File: src/rtl/fifo_pkg.sv
// Pointer arithmetic shared by the write- and read-side controllers of the dual-clock FIFO.
// Functions work on 32-bit vectors; callers size-cast to their pointer width.
package fifo_pkg;

  function automatic int ptr_width(input int addr_size);
    return addr_size + 1;
  endfunction

  function automatic logic [31:0] bin2gray(input logic [31:0] b);
    return b ^ (b >> 1);
  endfunction

  function automatic logic [31:0] gray2bin(input logic [31:0] g);
    logic [31:0] b;
    b[31] = g[31];
    for (int i = 30; i >= 0; i--) begin
      b[i] = b[i+1] ^ g[i];
    end
    return b;
  endfunction

  // Gray pointers are one full lap apart when the top two bits differ and the rest match.
  // The read side reuses this with its own pointer pair for the empty/full relation.
  function automatic logic full_cmp(input logic [31:0] gray_w,
                                    input logic [31:0] gray_r,
                                    input int          addr_size);
    logic [31:0] mask;
    mask = 32'd3 << (addr_size - 1);
    return gray_w == (gray_r ^ mask);
  endfunction

endpackage

File: src/rtl/sync_ff.sv
// Multi-stage flop synchroniser for a gray-coded bus crossing into this clock domain.
// Latency STAGES edges; no backpressure, samples every cycle.
module sync_ff #(
  parameter int WIDTH  = 1,
  parameter int STAGES = 2
) (
  input  logic             clk,
  input  logic             rst,
  input  logic [WIDTH-1:0] d,
  output logic [WIDTH-1:0] q
);

  logic [WIDTH-1:0] stage [STAGES];

  always_ff @(posedge clk) begin
    if (rst) begin
      for (int i = 0; i < STAGES; i++) begin
        stage[i] <= '0;
      end
    end else begin
      stage[0] <= d;
      for (int i = 1; i < STAGES; i++) begin
        stage[i] <= stage[i-1];
      end
    end
  end

  assign q = stage[STAGES-1];

endmodule

File: src/rtl/wr_ptr_ctrl.sv
// Write-side pointer, full/almost-full, fill level and sticky overflow for the dual-clock FIFO.
// Accepted writes show on all outputs one edge later; writes while full are dropped and flagged.
import fifo_pkg::*;

module wr_ptr_ctrl #(
  parameter int ADDR_SIZE   = 8,
  parameter int SYNC_STAGES = 2
) (
  input  logic                 clk_i,
  input  logic                 rst_i,
  input  logic [ADDR_SIZE:0]   rd_ptr_i,
  input  logic                 inc_i,
  input  logic [ADDR_SIZE:0]   afull_thresh_i,
  input  logic                 ovf_clr_i,
  output logic [ADDR_SIZE:0]   ptr_o,
  output logic [ADDR_SIZE-1:0] addr_o,
  output logic                 full_o,
  output logic                 afull_o,
  output logic [ADDR_SIZE:0]   level_o,
  output logic                 overflow_o
);

  localparam int PW = ptr_width(ADDR_SIZE);

  logic [PW-1:0] rptr_s;
  logic [PW-1:0] rbin;
  logic [PW-1:0] bin;
  logic [PW-1:0] bin_n;
  logic [PW-1:0] gray_n;
  logic [PW-1:0] level_n;
  logic          accept;
  logic          full_n;
  logic          afull_n;

  sync_ff #(
    .WIDTH  (PW),
    .STAGES (SYNC_STAGES)
  ) u_rptr_sync (
    .clk (clk_i),
    .rst (rst_i),
    .d   (rd_ptr_i),
    .q   (rptr_s)
  );

  always_comb begin
    accept  = inc_i & ~full_o;
    bin_n   = bin + PW'(accept);
    gray_n  = PW'(bin2gray(32'(bin_n)));
    rbin    = PW'(gray2bin(32'(rptr_s)));
    full_n  = full_cmp(32'(gray_n), 32'(rptr_s), ADDR_SIZE);
    // Synced read pointer only lags, so this difference can only overstate the fill.
    level_n = bin_n - rbin;
    afull_n = (level_n >= afull_thresh_i);
  end

  always_ff @(posedge clk_i) begin
    if (rst_i) begin
      bin        <= '0;
      ptr_o      <= '0;
      full_o     <= 1'b0;
      afull_o    <= 1'b0;
      level_o    <= '0;
      overflow_o <= 1'b0;
    end else begin
      bin     <= bin_n;
      ptr_o   <= gray_n;
      full_o  <= full_n;
      afull_o <= afull_n;
      level_o <= level_n;
      if (inc_i && full_o) begin
        overflow_o <= 1'b1;
      end else if (ovf_clr_i) begin
        overflow_o <= 1'b0;
      end
    end
  end

  assign addr_o = bin[ADDR_SIZE-1:0];

endmodule

File: config.mk
export PLATFORM = sky130hd
export DESIGN_NAME = wr_ptr_ctrl
export DESIGN_NICKNAME = d
export VERILOG_FILES = /design/src/rtl/fifo_pkg.sv /design/src/rtl/sync_ff.sv /design/src/rtl/wr_ptr_ctrl.sv
export SDC_FILE = /design/constraint.sdc
export NUM_CORES = 1
export LEC_CHECK = 0
export CAP_MARGIN = 25
export CORE_MARGIN = 2
export CORE_UTILIZATION = 51
export CTS_CLUSTER_SIZE = 16
export DETAILED_ROUTE_END_ITERATION = 8
export PLACE_DENSITY_LB_ADDON = 0.08
export SYNTH_ARGS = -nofsm -noshare
export SYNTH_HDL_FRONTEND = slang
export SYNTH_SLANG_ARGS = --single-unit
File: constraint.sdc
create_clock -name clk_i -period 4.9 [get_ports clk_i]
set_input_delay 0.49 -clock clk_i [delete_from_list [all_inputs] [get_ports clk_i]]
set_output_delay 0.49 -clock clk_i [all_outputs]
set_load 0.02 [all_outputs]
==> impl_results.md <==
- Minimum clock period: 4.62 ns
- Cts bufs inserted: 5
- YS warnings: 0
- WP data arrival: 4.80 ns
- Cell Area, Synth: 0.00247 mm2
- Longest Clk Path Bufs: 2
- Number of enable flip-flop cells after synthesis: 0
- Final Core Density: 66.7%
- Fmax: 216 MHz
- Post-CTS Hold Buffers: 0
- Async S/R FF share, synth: 0%
- Drt via density: 5.06
- Max_cap viols: 0
- PortBufs: 50
- Clock Latency Late Sink: 0.30 ns
- Slack of the critical path: 0.277 ns
- I/O pin count: 51
- Status: finished clean
- N_diodes: 0
- Worst Setup End Kind: register
- Type of the worst setup path: register to register
- # resized after CTS: 0
- Iteration count of the initial detailed-routing pass: 4
- Leakage: 0.00132 uW
- Initial Util: 52.6%
- Yosys cell types: 47
- CTS tree: yes
- Initial antenna violation count: 0
- Total GRT Usage: 18.6%
- CTS Sinks: 47
- Fin Hold WS: 0.441 ns
- Post-CTS setup buffers: 0
- Root Driver: clkbuf_8
- Power Density: 329 mW/mm2
- Rows: 25
- Pins Over Slew Limit: 0
- Die area: 0.00541 mm2
- Crit Path Max Fanout: 3
- Most frequent cells in the layout: clkdlybuf4s50_1, dfxtp_1, nor2b_1
- Clock-pin slew on the worst setup and hold paths: 0.08 ns
- Starting DRT DRC Count: 130
- Crit-path cells: xnor3_2 -> xor2_4 -> xor3_2 -> xor2_2 -> xor2_2 -> xnor2_1 -> ha_1 -> inv_1 -> fa_1 -> a21o_1 -> a21oi_1 -> o211ai_1 -> xor2_1 -> ha_1 -> o21ai_0 -> nor3_1 -> o41a_1
- Worst hold path class: register to register
- Largest net degree at the start of global routing: 30
- Layout cell share with drive strength beyond 1: 6.09%
- Area grow syn2layout: 26.9%
- Setup TNS: 0 ns
- DR vias: 1853
- Synth Area per Inst: 9.42 um2
- CP Launch Type: register
- Slew @ Worst Pin: 0.440 ns
- Seq/Total Area, Yosys: 38.1%
- Period utilisation layout: 94.4%
- Routed len/inst: 12.4 um
- Total core area: 0.00469 mm2
- DRC viols: 0
- Final wirelength: 4550 um
- Setup-failing EPs final: 0
- Unrepaired setup endpoints after global routing: no
- Required time of the critical path: 5.08 ns
- GPL Wtd Cong: 0.913
- Max incr delay on CP: 0.50 ns
- First-pass GRT wire length: 7710 um
- # nets final: 353
- Peak VDD IR: 0.195 mV
- Antenna Nets Post-Route: 0
- H-Tree Depth: 2
- Commonest non-fill, non-tap cell in the layout: clkdlybuf4s50_1
- DP HPWL: 3450 um
- Global route overflow: 0
- Clk_skew: 0.00486 ns
- Die Ht: 73.6 um
- Cells after Synth: 262
- Crit-path slowest cell: xnor3_2
- #FFs+latches synth: 47
- Slew HR: 70.5%
- Number of global-route vias before repair: 1697
- Setup slack at placement: 0.302 ns
- Hold Vio Cnt, Final: 0
- Predominant post-synthesis flop cell: dfxtp_1
- Die width: 73.6 um
- Mapped Nets: 304
-- per-stage QoR --
step,cells,area (um2),power (uW)
3_3_place_gp,357,3000,744
2_1_floorplan,262,2470,647
6_report,366,3130,1030
4_1_cts,365,3120,1040
5_1_grt,366,3130,1090
3_5_place_dp,357,3000,749
-- synth_stat cells (all sizes together) (2+ instances only) --
cell type | n | area [um2]
a21o | 5 | 37.5
ha | 19 | 238
clkbuf | 6 | 22.5
nand3 | 6 | 30.0
xor3 | 2 | 48.8
buf | 4 | 18.8
inv | 18 | 67.6
nand2b | 2 | 12.5
o31ai | 2 | 15.0
and3 | 3 | 18.8
nand2 | 11 | 41.3
nor2b | 32 | 200
nor2 | 22 | 82.6
a211oi | 4 | 30.0
xnor2 | 15 | 131
xnor3 | 2 | 46.3
o21ai | 6 | 30.0
dfxtp | 47 | 941
a21oi | 8 | 40.0
nor3 | 7 | 35.0
xor2 | 15 | 165
a31oi | 2 | 12.5
and2 | 5 | 31.3
a21boi | 3 | 22.5
-- state kept, by name, indices dropped and copies added (netlist names) --
signal,count
level_o,9
bin,8
full_o,1
afull_o,1
overflow_o,1
u_rptr_sync.stage,18
ptr_o,9
-- final timing paths --
check	endpoint	slack (ns)	startpoint	cells past startpoint
hold / removal	u_rptr_sync.stage[0][10]	0.44	u_rptr_sync.stage[0][1]	1
setup reg to reg	afull_o	0.28	u_rptr_sync.stage[0][17]	17
hold reg to reg	u_rptr_sync.stage[0][10]	0.44	u_rptr_sync.stage[0][1]	1
setup / recovery	afull_o	0.28	u_rptr_sync.stage[0][17]	17
-- cells by family (layout without fill, tap and decap cells) --
| kind of cell | count (synthesis) | after routing | share of synthesized area [%] |
|---|---|---|---|
| DFF | 47 | 47 | 38.1 |
| adders and majority gates | 20 | 20 | 10.4 |
| AOI/OAI and AO/OA | 34 | 34 | 8.97 |
| xor gates and xnor gates | 34 | 34 | 15.9 |
| buffers and inverters | 28 | 78 | 4.41 |
| muxes | 2 | 2 | 0.862 |
| and+or+nand+nor | 97 | 97 | 21.3 |
-- critical path: cells and delay by family (launching register included) --
| family | cells | cell delay [ns] |
|---|---|---|
| adders and majority gates | 3 | 0.88 |
| buffers and inverters | 1 | 0.06 |
| DFF | 1 | 0.39 |
| xor gates and xnor gates | 7 | 1.89 |
| AOI/OAI and AO/OA | 5 | 1.20 |
| and+or+nand+nor | 1 | 0.10 |
-- cell type report --
class	count	area (um2)
Timing Repair Buffer	52	519
Multi-Input combinational cell	187	1420
Clock inverter	2	35.0
Fill cell	419	1560
Inverter	18	67.6
Tap cell	54	67.6
Sequential cell	47	941
Clock buffer	6	82.6
-- power breakdown --
group	leakage (uW)	total, uW	internal (uW)	switching [uW]
registers	0.000386	425	413	11.7
logic	0.000871	315	162	153
clock network	0.0000612	290	165	125
-- layer usage --
metal	GRT usage, %	up-vias	part of all wire, %
li1	-	965	-
met1	24.9	824	47
met2	30.0	57	46
met3	4.12	7	5.7
met4	5.45	0	1.4
met5	0	-	0
Note: power is estimated with default switching activity, not from simulation.
==> RTL edit 1, RTL diff (config.mk and constraints unchanged) <==
The parameter `SYNC_STAGES` goes from 2 to 4.
--- a/src/rtl/wr_ptr_ctrl.sv
+++ b/src/rtl/wr_ptr_ctrl.sv
@@ -4,7 +4,7 @@
 
 module wr_ptr_ctrl #(
   parameter int ADDR_SIZE   = 8,
-  parameter int SYNC_STAGES = 2
+  parameter int SYNC_STAGES = 4
 ) (
   input  logic                 clk_i,
   input  logic                 rst_i,
Function: changed (Yosys sat finds a counterexample within 4 cycles, from zero or initial values and one cycle with rst_i high).
==> RTL edit 1 against the unedited design <==
- first-iteration DRC count down 52%
- sequential cell count up 18
- synthesized area rose by 19%
- via count grew 9.6%
- total power is 27% higher
- design area rose by 18%
- clock power rose by 62%
- fmax rose by 2.8%
- synthesized cell count up 13%
- wire length up 8.4%
- die area up 17%
- setup slack improved by 130 ps
- largest cell class unchanged
- largest power group unchanged
==> RTL edit 1: results (changes against the unedited design) <==
Timing
  • Final Skew: 7.15 ps (+2.29 ps)
  • Worst Max-Slew Pin Slew: 631 ps (+191 ps)
  • Slew Limit Fails: 0 (unchanged)

Placement
  • GP Congestion: 0.809 (-11%)
  • Dpl ws: 430 ps (+128 ps)
  • Post-DP HPWL: 3.58 mm (+3.7%)
  • Placed Cells: 408 (+14%)

Finish
  • Fraction of layout cells with a size suffix above 1: 0.0795 (+0.0186)
  • Fin cells: 424 (+16%)
  • Largest regs: u_rptr_sync.stage: 36 flops, level_o: 9 flops, ptr_o: 9 flops
  • Nets: 389 (+10%)

Global route
  • GR Layer Usage met1: 0.216 (-0.0330)
  • GR Util met2: 0.292 (-0.00801)
  • Gr usage total: 0.178 (-0.00796)
  • First-pass GRT wire length: 8.63 mm (+12%)
  • Grt met3 use: 0.0441 (+0.00297)
  • Largest net degree at the start of global routing: 68 (+130%)
  • Vias in the first global route: 1940 (+14%)

Logic synthesis
  • Synth top cells by count: dfxtp_1, nor2b_1, nor2_1
  • Synth async-reset ratio: 0 (unchanged)
  • Synth Area in Compound Gates: 0.0864 (-0.00335)
  • Most area-consuming cells after synthesis: dfxtp_1, nor2b_1, ha_1, xnor2_1, xor2_1
  • Adder-cell share of the synthesized area: 0.0881 (-0.0163)
  • Post-synthesis mux area share: 0.00385 (-0.00477)
  • Cells after Synth: 296 (+13%)
  • Xor and xnor area share after synthesis: 0.145 (-0.0141)
  • Synth cell types: 45 (-4.3%)

Critical path
  • R2R Setup Slk: 400 ps (+130 ps)
  • Register-to-Register Path Depth: 20 (+3)
  • CP arrival: 4700 ps (-100 ps)
  • Worst R2R Start: u_rptr_sync.stage[3][8]$_SDFF_PP0_

CTS
  • Worst-skew pair later-pin latency: 340 ps (+40 ps)
  • Number of H-tree levels: 3 (+1)
  • Total CTS buffers: 9 (+4)

Outcome
  • Status: finished clean

Drt
  • Met2 wire len: 2.34 mm (+11%)
  • Vias: 2030 (+9.6%)
  • Met3 wire length: 194 um (-26%)
  • Routed WL: 4.94 mm (+8.4%)
  • M1 wire length: 2.28 mm (+7.5%)
  • Initial DRC Count: 63 (-52%)

Hold path
  • Hold Path Sink: u_rptr_sync.stage[3][6]$_SDFF_PP0_
  • Hold wc startpoint: u_rptr_sync.stage[2][6]$_SDFF_PP0_

Power and ir drop
  • Peak VDD IR: 220 uV (+12%)
  • Leakage power: 1.51 nW (+15%)
  • Switching pwr: 0.000357 W (+23%)
## RTL edit 1: power by group through the flow
stage          sequential [W]  combinational (W)  clock, W
2_1_floorplan        0.000609           0.000157         0
5_1_grt              0.000573           0.000304  0.000512
6_report             0.000570           0.000272  0.000470
4_1_cts              0.000571           0.000275  0.000485
3_5_place_dp         0.000583           0.000272         0
3_3_place_gp         0.000582           0.000268         0
## RTL edit 1: worst max path at each step
| stage | from | end | slack, ps | cells past startpoint |
|---|---|---|---|---|
| detailed placement | u_rptr_sync.stage[3][8]$_SDFF_PP0_ | afull_o$_SDFF_PP0_ | 430 | 20 |
| floorplan | u_rptr_sync.stage[3][8]$_SDFF_PP0_ | afull_o$_SDFF_PP0_ | 760 | 20 |
| global route | u_rptr_sync.stage[3][8]$_SDFF_PP0_ | afull_o$_SDFF_PP0_ | 10 | 20 |
| finish | u_rptr_sync.stage[3][8]$_SDFF_PP0_ | afull_o$_SDFF_PP0_ | 400 | 20 |
| CTS | u_rptr_sync.stage[3][8]$_SDFF_PP0_ | afull_o$_SDFF_PP0_ | 400 | 20 |
| global placement | u_rptr_sync.stage[3][8]$_SDFF_PP0_ | afull_o$_SDFF_PP0_ | 610 | 20 |
## RTL edit 1: cell type report
cell class	instances	area [um2]
clock buffer	10	138
clock inverter	6	73.8
fill	466	1850
inverter	20	75.1
multi-input combinational	199	1500
sequential	65	1300
tap	72	90.1
timing repair buffer	52	510
## RTL edit 1: worst reg2reg max path, delay by kind of cell (launching register included)
kind            cells  cell delay [ps]
fa+ha+maj           3              850
xor+xnor            7             1790
flops               1              380
simple gates        2              170
compound gates      7             1110
buf+inv             1               50
## RTL edit 1: metrics by stage
stage	cell area [um2]	hold slack (ps)
finish	3690	434
global route	3690	453
CTS	3690	434
detailed placement	3470	421
global placement	3470	417
floorplan	2930	414
==> RTL edit 2, RTL diff (same flow settings) <==
Made on the original files. Add an input register stage for `afull_thresh_i`, cleared by the reset; this delays it by one clock. The other inputs are not delayed to match.
--- a/src/rtl/wr_ptr_ctrl.sv
+++ b/src/rtl/wr_ptr_ctrl.sv
@@ -21,6 +21,16 @@
 );
 
   localparam int PW = ptr_width(ADDR_SIZE);
+
+  logic [ADDR_SIZE:0] afull_thresh_q;
+
+  always_ff @(posedge clk_i) begin
+    if (rst_i) begin
+      afull_thresh_q <= '0;
+    end else begin
+      afull_thresh_q <= afull_thresh_i;
+    end
+  end
 
   logic [PW-1:0] rptr_s;
   logic [PW-1:0] rbin;
@@ -50,7 +60,7 @@
     full_n  = full_cmp(32'(gray_n), 32'(rptr_s), ADDR_SIZE);
     // Synced read pointer only lags, so this difference can only overstate the fill.
     level_n = bin_n - rbin;
-    afull_n = (level_n >= afull_thresh_i);
+    afull_n = (level_n >= afull_thresh_q);
   end
 
   always_ff @(posedge clk_i) begin
Formal check against the unedited RTL: not equivalent (a bounded check fails within 4 cycles, from zero or initial values and one cycle with rst_i high).
==> RTL edit 2 against the unedited design <==
- synthesized area up 2.3%
- sequential power up 18%
- wire length down 10%
- largest cell class unchanged
- global-route usage down 2.5 points
- total power up 3.9%
- setup slack better by 180 ps
- final cell count up 4.1%
- first-iteration DRC count down 32%
- design area up 1.7%
- largest power group unchanged
- sequential cell count up 9
==> RTL edit 2: results (changes against the unedited design) <==
Finish
  • Fraction of layout cells with a size suffix above 1: 0.0605 (-0.000388)
  • Nets: 355 (+0.57%)
  • Fillers: 440 (+5.0%)
  • Largest register by flop count: u_rptr_sync.stage

Hold path
  • Hold wc startpoint: u_rptr_sync.stage[0][1]$_SDFF_PP0_

Critical path
  • R2R Setup Slk: 450 ps (+170 ps)
  • CP arrival: 4650 ps (-150 ps)
  • CP peak stage delay: 480 ps (-20 ps)

Drt
  • Vias/cell: 4.71 (-7.0%)
  • Initial DRC Count: 88 (-32%)
  • Routed WL: 4.10 mm (-10%)

Logic synthesis
  • Xor and xnor area share after synthesis: 0.137 (-0.0219)
  • Most area-consuming cells after synthesis: dfxtp_1, ha_1, nor2b_1, xnor2_1, nor2_1
  • Sequential area share after synthesis: 0.444 (+0.0626)
  • Synth cell types: 33 (-30%)
  • Adder-cell share of the synthesized area: 0.102 (-0.00238)
  • Synth top cells by count: dfxtp_1, nor2b_1, nor2_1
  • Syn nets: 303 (-0.33%)
  • Syn Area/Cell: 9.68 um2 (+2.7%)
  • Post-synthesis mux area share: 0.0124 (+0.00377)
  • Synth Area in Compound Gates: 0.0688 (-0.0209)

Placement
  • Dpl ws: 427 ps (+125 ps)
  • Placed Cells: 373 (+4.5%)
  • GP Congestion: 0.849 (-7.0%)
  • Post-DP HPWL: 3.04 mm (-12%)
  • Dpl cell area: 3090 um2 (+2.9%)

Power and ir drop
  • Peak VDD IR: 197 uV (+0.69%)
  • Internal power: 0.000755 W (+2.0%)
  • Leakage power: 1.30 nW (-1.6%)

Global route
  • First-pass GRT wire length: 6.83 mm (-11%)
  • Gr usage total: 0.161 (-0.0254)
  • Vias in the first global route: 1620 (-4.5%)
  • Largest net degree at the start of global routing: 58 (+93%)

CTS
  • Reg clk slew, reported paths: 100 ps (+20 ps)
  • Number of H-tree levels: 2 (unchanged)

Outcome
  • Status: finished clean
-- RTL edit 2: kinds of logic after synthesis --
group | count (synthesis)
compound gates | 26
mux | 3
buf+inv | 26
flops | 56
fa+ha+maj | 20
simple gates | 99
xor+xnor | 31
-- RTL edit 2: per-layer routing --
metal / vias up / track usage / part of all wire / wire length [um]
li1: 934 / - / - / -
met3: 11 / 0.0339 / 0.055 / 224
met4: 0 / 0.0714 / 0.022 / 92
met5: - / 0 / 0 / 0
met1: 801 / 0.199 / 0.46 / 1880
met2: 48 / 0.268 / 0.46 / 1900
-- RTL edit 2: layout make-up --
| cell class | count | area (um2) | area share |
|---|---|---|---|
| clock buffer | 5 | 68.8 | 0.0216 |
| clock inverter | 3 | 26.3 | 0.00825 |
| inverter | 20 | 75.1 | 0.0236 |
| multi-input combinational | 179 | 1310 | 0.410 |
| sequential | 56 | 1120 | 0.352 |
| tap | 67 | 83.8 | 0.0263 |
| timing repair buffer | 51 | 503 | 0.158 |
-- RTL edit 2: worst max path at each step --
stage	start	slack, ps	to	cells past startpoint
after floorplan	u_rptr_sync.stage[0][17]$_SDFF_PP0_	720	afull_o$_SDFF_PP0_	17
after global placement	u_rptr_sync.stage[0][17]$_SDFF_PP0_	590	afull_o$_SDFF_PP0_	17
after detailed placement	u_rptr_sync.stage[0][17]$_SDFF_PP0_	430	afull_o$_SDFF_PP0_	17
after CTS	u_rptr_sync.stage[0][17]$_SDFF_PP0_	400	afull_o$_SDFF_PP0_	17
after global routing	u_rptr_sync.stage[0][17]$_SDFF_PP0_	150	afull_o$_SDFF_PP0_	17
final	u_rptr_sync.stage[0][17]$_SDFF_PP0_	450	afull_o$_SDFF_PP0_	17
-- RTL edit 2: worst max-delay path: cells and delay by family (launching register included) --
kind	cells	cell delay (ps)
buffers and inverters	1	50
DFF	1	390
and+or+nand+nor	1	90
xor gates and xnor gates	7	1810
AOI/OAI and AO/OA	5	1140
adders and majority gates	3	870
-- RTL edit 2: per-stage QoR --
step                hold WS [ps]  power [W]
finish                       447    0.00107
global route                 458    0.00114
CTS                          448    0.00108
detailed placement           423   0.000826
global placement             417   0.000820
floorplan                    414   0.000725
-- RTL edit 2: power groups by stage --
stage               sequential (W)  combinational (W)  clock, W
floorplan                 0.000542           0.000183         0
global placement          0.000512           0.000308         0
detailed placement        0.000512           0.000313         0
CTS                       0.000502           0.000315  0.000266
global route              0.000505           0.000349  0.000284
finish                    0.000501           0.000309  0.000259
